<file path="config.mk">
export PLATFORM = sky130hd
export DESIGN_NAME = hazard_stall_unit
export DESIGN_NICKNAME = d
export VERILOG_FILES = /design/src/rtl/hazard_stall_unit_pkg.sv /design/src/rtl/hazard_stall_unit_sat_counter.sv /design/src/rtl/hazard_stall_unit.sv
export SDC_FILE = /design/constraint.sdc
export NUM_CORES = 1
export LEC_CHECK = 0
export CAP_MARGIN = 10
export CORE_MARGIN = 5
export CORE_UTILIZATION = 35
export DETAILED_ROUTE_END_ITERATION = 10
export DONT_BUFFER_PORTS = 1
export GPL_TIMING_DRIVEN = 0
export HOLD_SLACK_MARGIN = 0.1
export PLACE_DENSITY_LB_ADDON = 0.2
export RECOVER_POWER = 100
export SLEW_MARGIN = 25
export SYNTH_ARGS = -nofsm -noshare
export SYNTH_HDL_FRONTEND = slang
export SYNTH_SLANG_ARGS = --single-unit
</file>
<file path="constraint.sdc">
create_clock -name clk -period 2.3 [get_ports clk]
set_input_delay 0.23 -clock clk [delete_from_list [all_inputs] [get_ports clk]]
set_output_delay 0.23 -clock clk [all_outputs]
set_load 0.01 [all_outputs]
</file>
<file path="src/rtl/hazard_stall_unit_pkg.sv">
// hazard_stall_unit_pkg: shared FSM state, register-zero constant and default sizing
package hazard_stall_unit_pkg;
  typedef enum logic [1:0] {
    RUN      = 2'd0,
    MEM_WAIT = 2'd1,
    ERROR    = 2'd2
  } state_t;
  localparam logic [4:0] REG_ZERO = 5'd0;
  localparam int DEF_MEM_TIMEOUT = 16;
  localparam int DEF_CNT_W = 16;
endpackage

</file>
<file path="src/rtl/hazard_stall_unit_sat_counter.sv">
// sat_counter: up counter with synchronous clear that holds at all-ones
module sat_counter #(
  parameter int W = 8
) (
  input  logic         clk,
  input  logic         reset,
  input  logic         clear,
  input  logic         inc,
  output logic [W-1:0] q
);
  always_ff @(posedge clk)
    if (reset || clear) q <= '0;
    else if (inc && q != '1) q <= q + 1'b1;
endmodule

</file>
<file path="src/rtl/hazard_stall_unit.sv">
// hazard_stall_unit: stall/flush control for load-use, taken branches and memory waits
module hazard_stall_unit
  import hazard_stall_unit_pkg::*;
#(
  parameter int MEM_TIMEOUT = DEF_MEM_TIMEOUT,
  parameter int CNT_W = DEF_CNT_W
) (
  input  logic             clk,
  input  logic             reset,
  input  logic [4:0]       RS1_ID,
  input  logic [4:0]       RS2_ID,
  input  logic             RS1Used_ID,
  input  logic             RS2Used_ID,
  input  logic [4:0]       RD_EX,
  input  logic             RegWEn_EX,
  input  logic             MemRead_EX,
  input  logic             BrTaken_EX,
  input  logic             DMemReq_MA,
  input  logic             DMemReady,
  output logic             StallPC,
  output logic             StallIF_ID,
  output logic             StallID_EX,
  output logic             StallEX_MA,
  output logic             FlushIF_ID,
  output logic             FlushID_EX,
  output logic             FlushMA_WB,
  output logic             MemErr,
  output logic [CNT_W-1:0] StallCount
);
  localparam int WW = $clog2(MEM_TIMEOUT + 1);
  state_t state;
  logic [WW-1:0] wait_q;
  logic mem_freeze, load_use, frz, br, lu;
  always_comb begin
    mem_freeze = (state == RUN && DMemReq_MA && !DMemReady) || (state == MEM_WAIT && !DMemReady);
    load_use = MemRead_EX && RegWEn_EX && RD_EX != REG_ZERO &&
               ((RS1Used_ID && RS1_ID == RD_EX) || (RS2Used_ID && RS2_ID == RD_EX));
    frz = !reset && (state == ERROR || mem_freeze);
    br = !reset && !frz && BrTaken_EX;
    lu = !reset && !frz && !BrTaken_EX && load_use;
    StallPC = frz || lu;
    StallIF_ID = frz || lu;
    StallID_EX = frz;
    StallEX_MA = frz;
    FlushMA_WB = frz;
    FlushIF_ID = br;
    FlushID_EX = br || lu;
  end
  always_ff @(posedge clk)
    if (reset) begin
      state <= RUN;
      MemErr <= 1'b0;
    end else begin
      case (state)
        RUN: state <= (DMemReq_MA && !DMemReady) ? MEM_WAIT : RUN;
        MEM_WAIT:
          if (DMemReady) state <= RUN;
          else if (wait_q == WW'(MEM_TIMEOUT - 1)) begin
            state <= ERROR;
            MemErr <= 1'b1;
          end
        ERROR: state <= ERROR;
        default: state <= RUN;
      endcase
    end
  // counts every frozen RUN/MEM_WAIT cycle, so entering MEM_WAIT leaves it at 1
  sat_counter #(.W(WW)) u_wait (
    .clk(clk), .reset(reset), .clear(state == MEM_WAIT && DMemReady),
    .inc(mem_freeze), .q(wait_q)
  );
  sat_counter #(.W(CNT_W)) u_stall_cnt (
    .clk(clk), .reset(reset), .clear(1'b0), .inc(StallPC), .q(StallCount)
  );
endmodule

</file>
==> metrics, run 1 <==
outcome=finished, final reports clean; cell-internal power=573 µW; Post-Place Setup Slack=between 0.15 and 0.2 ns; antenna diode count=0; period utilization=between 80 and 90%; CTS tree=done; setup_tns=0 ns; DRT iter0 DRCs=50; Slew headroom=roughly two thirds; Synthesized Nets=about 190; ys async rst share=0%; DRC viols=0; antenna-violating nets left=0; CTS buffer count=3; initial core utilization=between 30% and 40%; Final Hold Vio Count=0; Avg WL per Cell=between 15 and 20 µm; largest net degree at the start of global routing=13; fin worst setup slack=roughly 0.25 ns; number of fillers in the final layout=just under 400; clock-pin slew on the worst setup and hold paths=~0.08 ns; share of layout cells above drive strength 1=between 10% and 20%; Clk pwr share=32.0%; input/output buffers=0; Slew Limit Fails=0; Seq/Total Area, Yosys=approximately a third; Clock Latency Late Sink=roughly 0.26 ns; Clock Sinks=24; Clock Path Buffers=2; num rows=22; sequential power share=57.3%; number of global-route vias before repair=between 1000 and 1500; Final Critical Period=a little over 2 ns; NetSw=176 µW; clock root buffer=clkbuf_8; leakage power=0.529 nW; Hold Path Class=in2reg; Final Skew=approximately 0.0078 ns; Placeable Area=about 0.0037 mm²; total track usage=13.2%; Max Freq=roughly 0.5 GHz; Synth cell types=40; switching share of total power=a little under a quarter; CP endpoint kind=register; Post-Syn Area per Cell=8.68 µm²; DIE AREA=between 0.005 and 0.006 mm²; Post-synth EDFFs=0; worst-path fanout max=6; final net count=around 190; Synth top area share=between 30 and 40%; synth-to-layout area growth=8.02%; antenna violations before repair=0; GP Congestion=approximately 0.79; die height=73.0 µm; Mapped Area=around 0.0014 mm²; Pre-antenna DRT Iters=4; Setup Viol. Count Final=0; kind of critical path=reg2reg; first-pass GRT wire length=~5700 µm; startpoint types=register; synthesized flop and latch total=24; dpl hpwl=2620 µm; Total Wirelength=around 3400 µm; I/O pin total=48; maxcap violations=0; slew at the pin closest to its max-slew limit=0.487 ns; Most used DFF post-synth=dfxtp_1; drt via density=5.82; yosys synthesis warning count=0; top-count cell post-synth=dfxtp_1; Max rail drop VDD=roughly 0.27 mV; combinational share of power=10.7%; Final Total Pwr=about 750 µW; RSZ-0062 raised after global routing=true; Vias=1227; post-synthesis cell count=160; critical path required time=2.45 ns; CP arrival=~2.2 ns; htree depth=1; Synth area leaders=dfxtp_1, xnor2_1, nor2_1; grt total ovfl=0; PD cells=about 500 mW/mm²; die width=about 73 µm; synth cell count leaders=dfxtp_1, nor2_1, nand2_1, xnor2_1; cell taking the most area after synthesis=dfxtp_1
## worst max-delay path, stage by stage, from the launching register on
cell and delay [ns]:
dfxtp_1 0.47, and3_1 0.27, and3_1 0.21, nand2_1 0.11
a211oi_1 0.30, and4_1 0.24, mux2_2 0.33
## power by group through the flow
| stage | registers [mW] | clock network, mW | logic (mW) |
|---|---|---|---|
| after floorplan | 0.437 | 0 | 0.0660 |
| after global placement | 0.438 | 0 | 0.0773 |
| after detailed placement | 0.439 | 0 | 0.0790 |
| after CTS | 0.429 | 0.250 | 0.0795 |
| after global routing | 0.431 | 0.269 | 0.0892 |
| final | 0.429 | 0.240 | 0.0800 |
## metal layers
layer,GRT usage [%],vias to the layer above,share of wire [%]
met1,16.5,561,42
li1,-,602,-
met4,4.51,0,1.5
met5,0,-,0
met2,21.0,58,45
met3,4.82,6,11
## what timing repair did
| item | CTS | global route |
|---|---|---|
| setup endpoints to repair | 0 | 7 |
| setup buffers | 0 | 0 |
| resized for setup | 0 | 3 |
| hold endpoints to repair | 0 | 0 |
| hold buffers | 0 | 0 |
## registers in the layout, indices dropped and copies added (netlist names)
signal and cells:
u_wait.q 5, MemErr 1, state 2, u_stall_cnt.q 16
## metrics by stage
stage          cells  hold slack [ns]  utilization [%]  area, µm²
5_1_grt          211            0.245             40.1       1500
2_1_floorplan    160            0.452                -       1390
3_5_place_dp     208            0.489             38.7       1450
6_report         211            0.213             40.1       1500
4_1_cts          211            0.210             39.8       1490
3_3_place_gp     208            0.477             38.7       1450
## final timing paths
check	cells after the start	startpoint	end	slack, ns
worst min register to register	2	MemErr	MemErr	0.50
worst min-delay path	3	DMemReady	MemErr	0.21
worst max-delay path	6	u_stall_cnt.q[2]	u_stall_cnt.q[15]	0.25
worst max register to register	6	u_stall_cnt.q[2]	u_stall_cnt.q[15]	0.25
## cells by family (layout without fill, tap and decap cells)
family | count (synthesis) | count (layout) | share of synthesized area [%]
AOI/OAI and AO/OA | 36 | 36 | 20.0
xor gates and xnor gates | 13 | 13 | 8.20
adders and majority gates | 4 | 4 | 3.60
buffers and inverters | 15 | 18 | 6.58
DFF | 24 | 24 | 34.6
muxes | 3 | 3 | 2.43
and+or+nand+nor | 65 | 65 | 24.6
## layout by cell type (no fill, tap or decap), types with 6 or more instances in the layout
cell,Yosys,routed
dfxtp_1,24,23
nor2_1,14,14
nand2_1,12,12
xnor2_1,11,11
nand3_1,10,10
a21oi_1,10,9
and3_1,7,7
o41ai_1,6,6
## layout make-up
| cell class | instances | area [µm²] | area share, % |
|---|---|---|---|
| sequential | 24 | 482 | 32.1 |
| multi-input combinational | 121 | 826 | 55.0 |
| clock buffer | 3 | 41.3 | 2.75 |
| buffer | 9 | 68.8 | 4.59 |
| tap | 48 | 60.1 | 4.00 |
| inverter | 6 | 22.5 | 1.50 |
No activity file was read; power rests on OpenSTA's default activity.
==> run 2: changes to the inputs <==
--- a/config.mk
+++ b/config.mk
@@ -12,6 +12,7 @@
 export DONT_BUFFER_PORTS = 1
 export GPL_TIMING_DRIVEN = 0
 export HOLD_SLACK_MARGIN = 0.1
+export MAX_ROUTING_LAYER = met4
 export PLACE_DENSITY_LB_ADDON = 0.2
 export RECOVER_POWER = 100
 export SLEW_MARGIN = 25
==> metrics, run 2 (synthesized netlist as in run 1, its figures left out) <==
outcome=finished, final reports clean; antenna-violating nets left=0; worst-path fanout max=6; number of fillers in the final layout=between 300 and 400; Clock Path Buffers=2; Max Freq=around 0.5 GHz; Vias=1222; Pre-antenna DRT Iters=4; die height=between 70 and 80 µm; Final Hold Vio Count=0; Setup Fix Bufs, Post-CTS=0; GP Congestion=roughly 0.8; worst hold margin=~0.21 ns; leakage power=0.529 nW; RSZ-0062 raised after global routing=true; Hold Path Class=in2reg; cell-internal power=about 570 µW; drt via density=slightly below 6; most frequent cells in the layout=dfxtp_1, nor2_1, nand2_1; largest net degree at the start of global routing=13; synth-to-layout area growth=8.02%; dpl hpwl=around 2600 µm; period utilization=88.6%; initial core utilization=37.1%; final net count=between 150 and 200; Avg WL per Cell=about 16 µm; PD cells=between 400 and 500 mW/mm²; CTS tree=done; Largest Register=u_stall_cnt.q; DIE AREA=0.00533 mm²; Clock Sinks=24; Worst path max stage delay=0.47 ns; Layout Cells excl Fill=roughly 210; Placeable Area=0.00374 mm²; combinational share of power=a little over a tenth; switching share of total power=a little under a quarter; DRT iter0 DRCs=51; Clk pwr share=32.1%; Clock Latency Late Sink=approximately 0.26 ns; kind of critical path=reg2reg; Final Total Pwr=roughly 750 µW; number of global-route vias before repair=1234; Slew Limit Fails=0; largest registers=u_stall_cnt.q (16), u_wait.q (5), state (2); antenna violations before repair=0; startpoint types=register; die width=between 70 and 80 µm; htree depth=1; total track usage=a little over an eighth; setup_tns=0 ns; num rows=22; clock-pin slew on the worst setup and hold paths=around 0.080 ns; Final Skew=roughly 0.0081 ns; Slowest-stage cell, CP=dfxtp_1; Worst R2R Setup Slack=approximately 0.26 ns; sequential power share=between 50% and 60%; worst-path cell chain=and3_1 -> and3_1 -> nand2_1 -> a211oi_1 -> and4_1 -> mux2_2; Setup Viol. Count Final=0; Final Critical Period=around 2 ns; CP endpoint kind=register; input/output buffers=0; DRC viols=0; Total Wirelength=around 3400 µm; NetSw=around 180 µW; commonest non-fill, non-tap cell in the layout=dfxtp_1; I/O pin total=48; placed insts=approximately 210; most frequent CP cell=and3_1; CP arrival=around 2.2 ns; Max rail drop VDD=about 0.27 mV; Util after Layout=between 40 and 50%; CTS buffer count=3; slew at the pin closest to its max-slew limit=about 0.48 ns; maxcap violations=0; grt total ovfl=0; share of layout cells above drive strength 1=roughly an eighth; critical path required time=between 2 and 2.5 ns; max reg flops=16; first-pass GRT wire length=around 5700 µm; clock root buffer=clkbuf_8; Slew headroom=between 60% and 70%; antenna diode count=0
==> run 2: timing repair <==
item | in CTS | in global routing
hold buffers | 0 | 0
endpoints found under the setup margin | 0 | 7
resized for setup | 0 | 3
==> run 2: final cells by class <==
cell class	count	area [µm²]	area share (%)
plain buffers	9	68.8	4.59
clock buffers	3	41.3	2.75
inverters	6	22.5	1.50
multi-input cells	121	826	55.0
flip-flops and latches	24	482	32.1
well taps	48	60.1	4.00
==> run 2: critical path: cells and delay by family, from the launching register on <==
kind / cells / cell delay (ns)
mux: 1 / 0.33
compound gates: 1 / 0.29
flops: 1 / 0.47
simple gates: 4 / 0.83
==> run 2: power by group through the flow <==
| stage | Sequential, mW | Clock, mW | Combinational, mW |
|---|---|---|---|
| floorplan | 0.437 | 0 | 0.0660 |
| CTS | 0.429 | 0.250 | 0.0795 |
| global route | 0.431 | 0.269 | 0.0892 |
| finish | 0.429 | 0.240 | 0.0800 |
| detailed placement | 0.439 | 0 | 0.0790 |
| global placement | 0.438 | 0 | 0.0773 |
==> run 2: per-stage QoR <==
stage	instance area, µm²	setup slack [ns]
final	1500	0.262
after global routing	1500	-0.00553
after CTS	1490	0.151
after detailed placement	1450	0.164
after global placement	1450	0.170
after floorplan	1390	0.422
==> run 2: final timing paths <==
check                                 startpoint                 to  depth (start not counted)
worst max-delay path            u_stall_cnt.q[2]  u_stall_cnt.q[15]                          6
worst min-delay path                   DMemReady             MemErr                          3
worst max register to register  u_stall_cnt.q[2]  u_stall_cnt.q[15]                          6
worst min register to register            MemErr             MemErr                          2
==> run 2: layer usage <==
metal  vias to the layer above  track usage [%]  part of all wire [%]
met5                         -                -                     0
met4                         0             4.51                   1.5
met3                         6             5.10                    11
met2                        55             21.0                    46
met1                       559             16.4                    42
li1                        602                -                     -
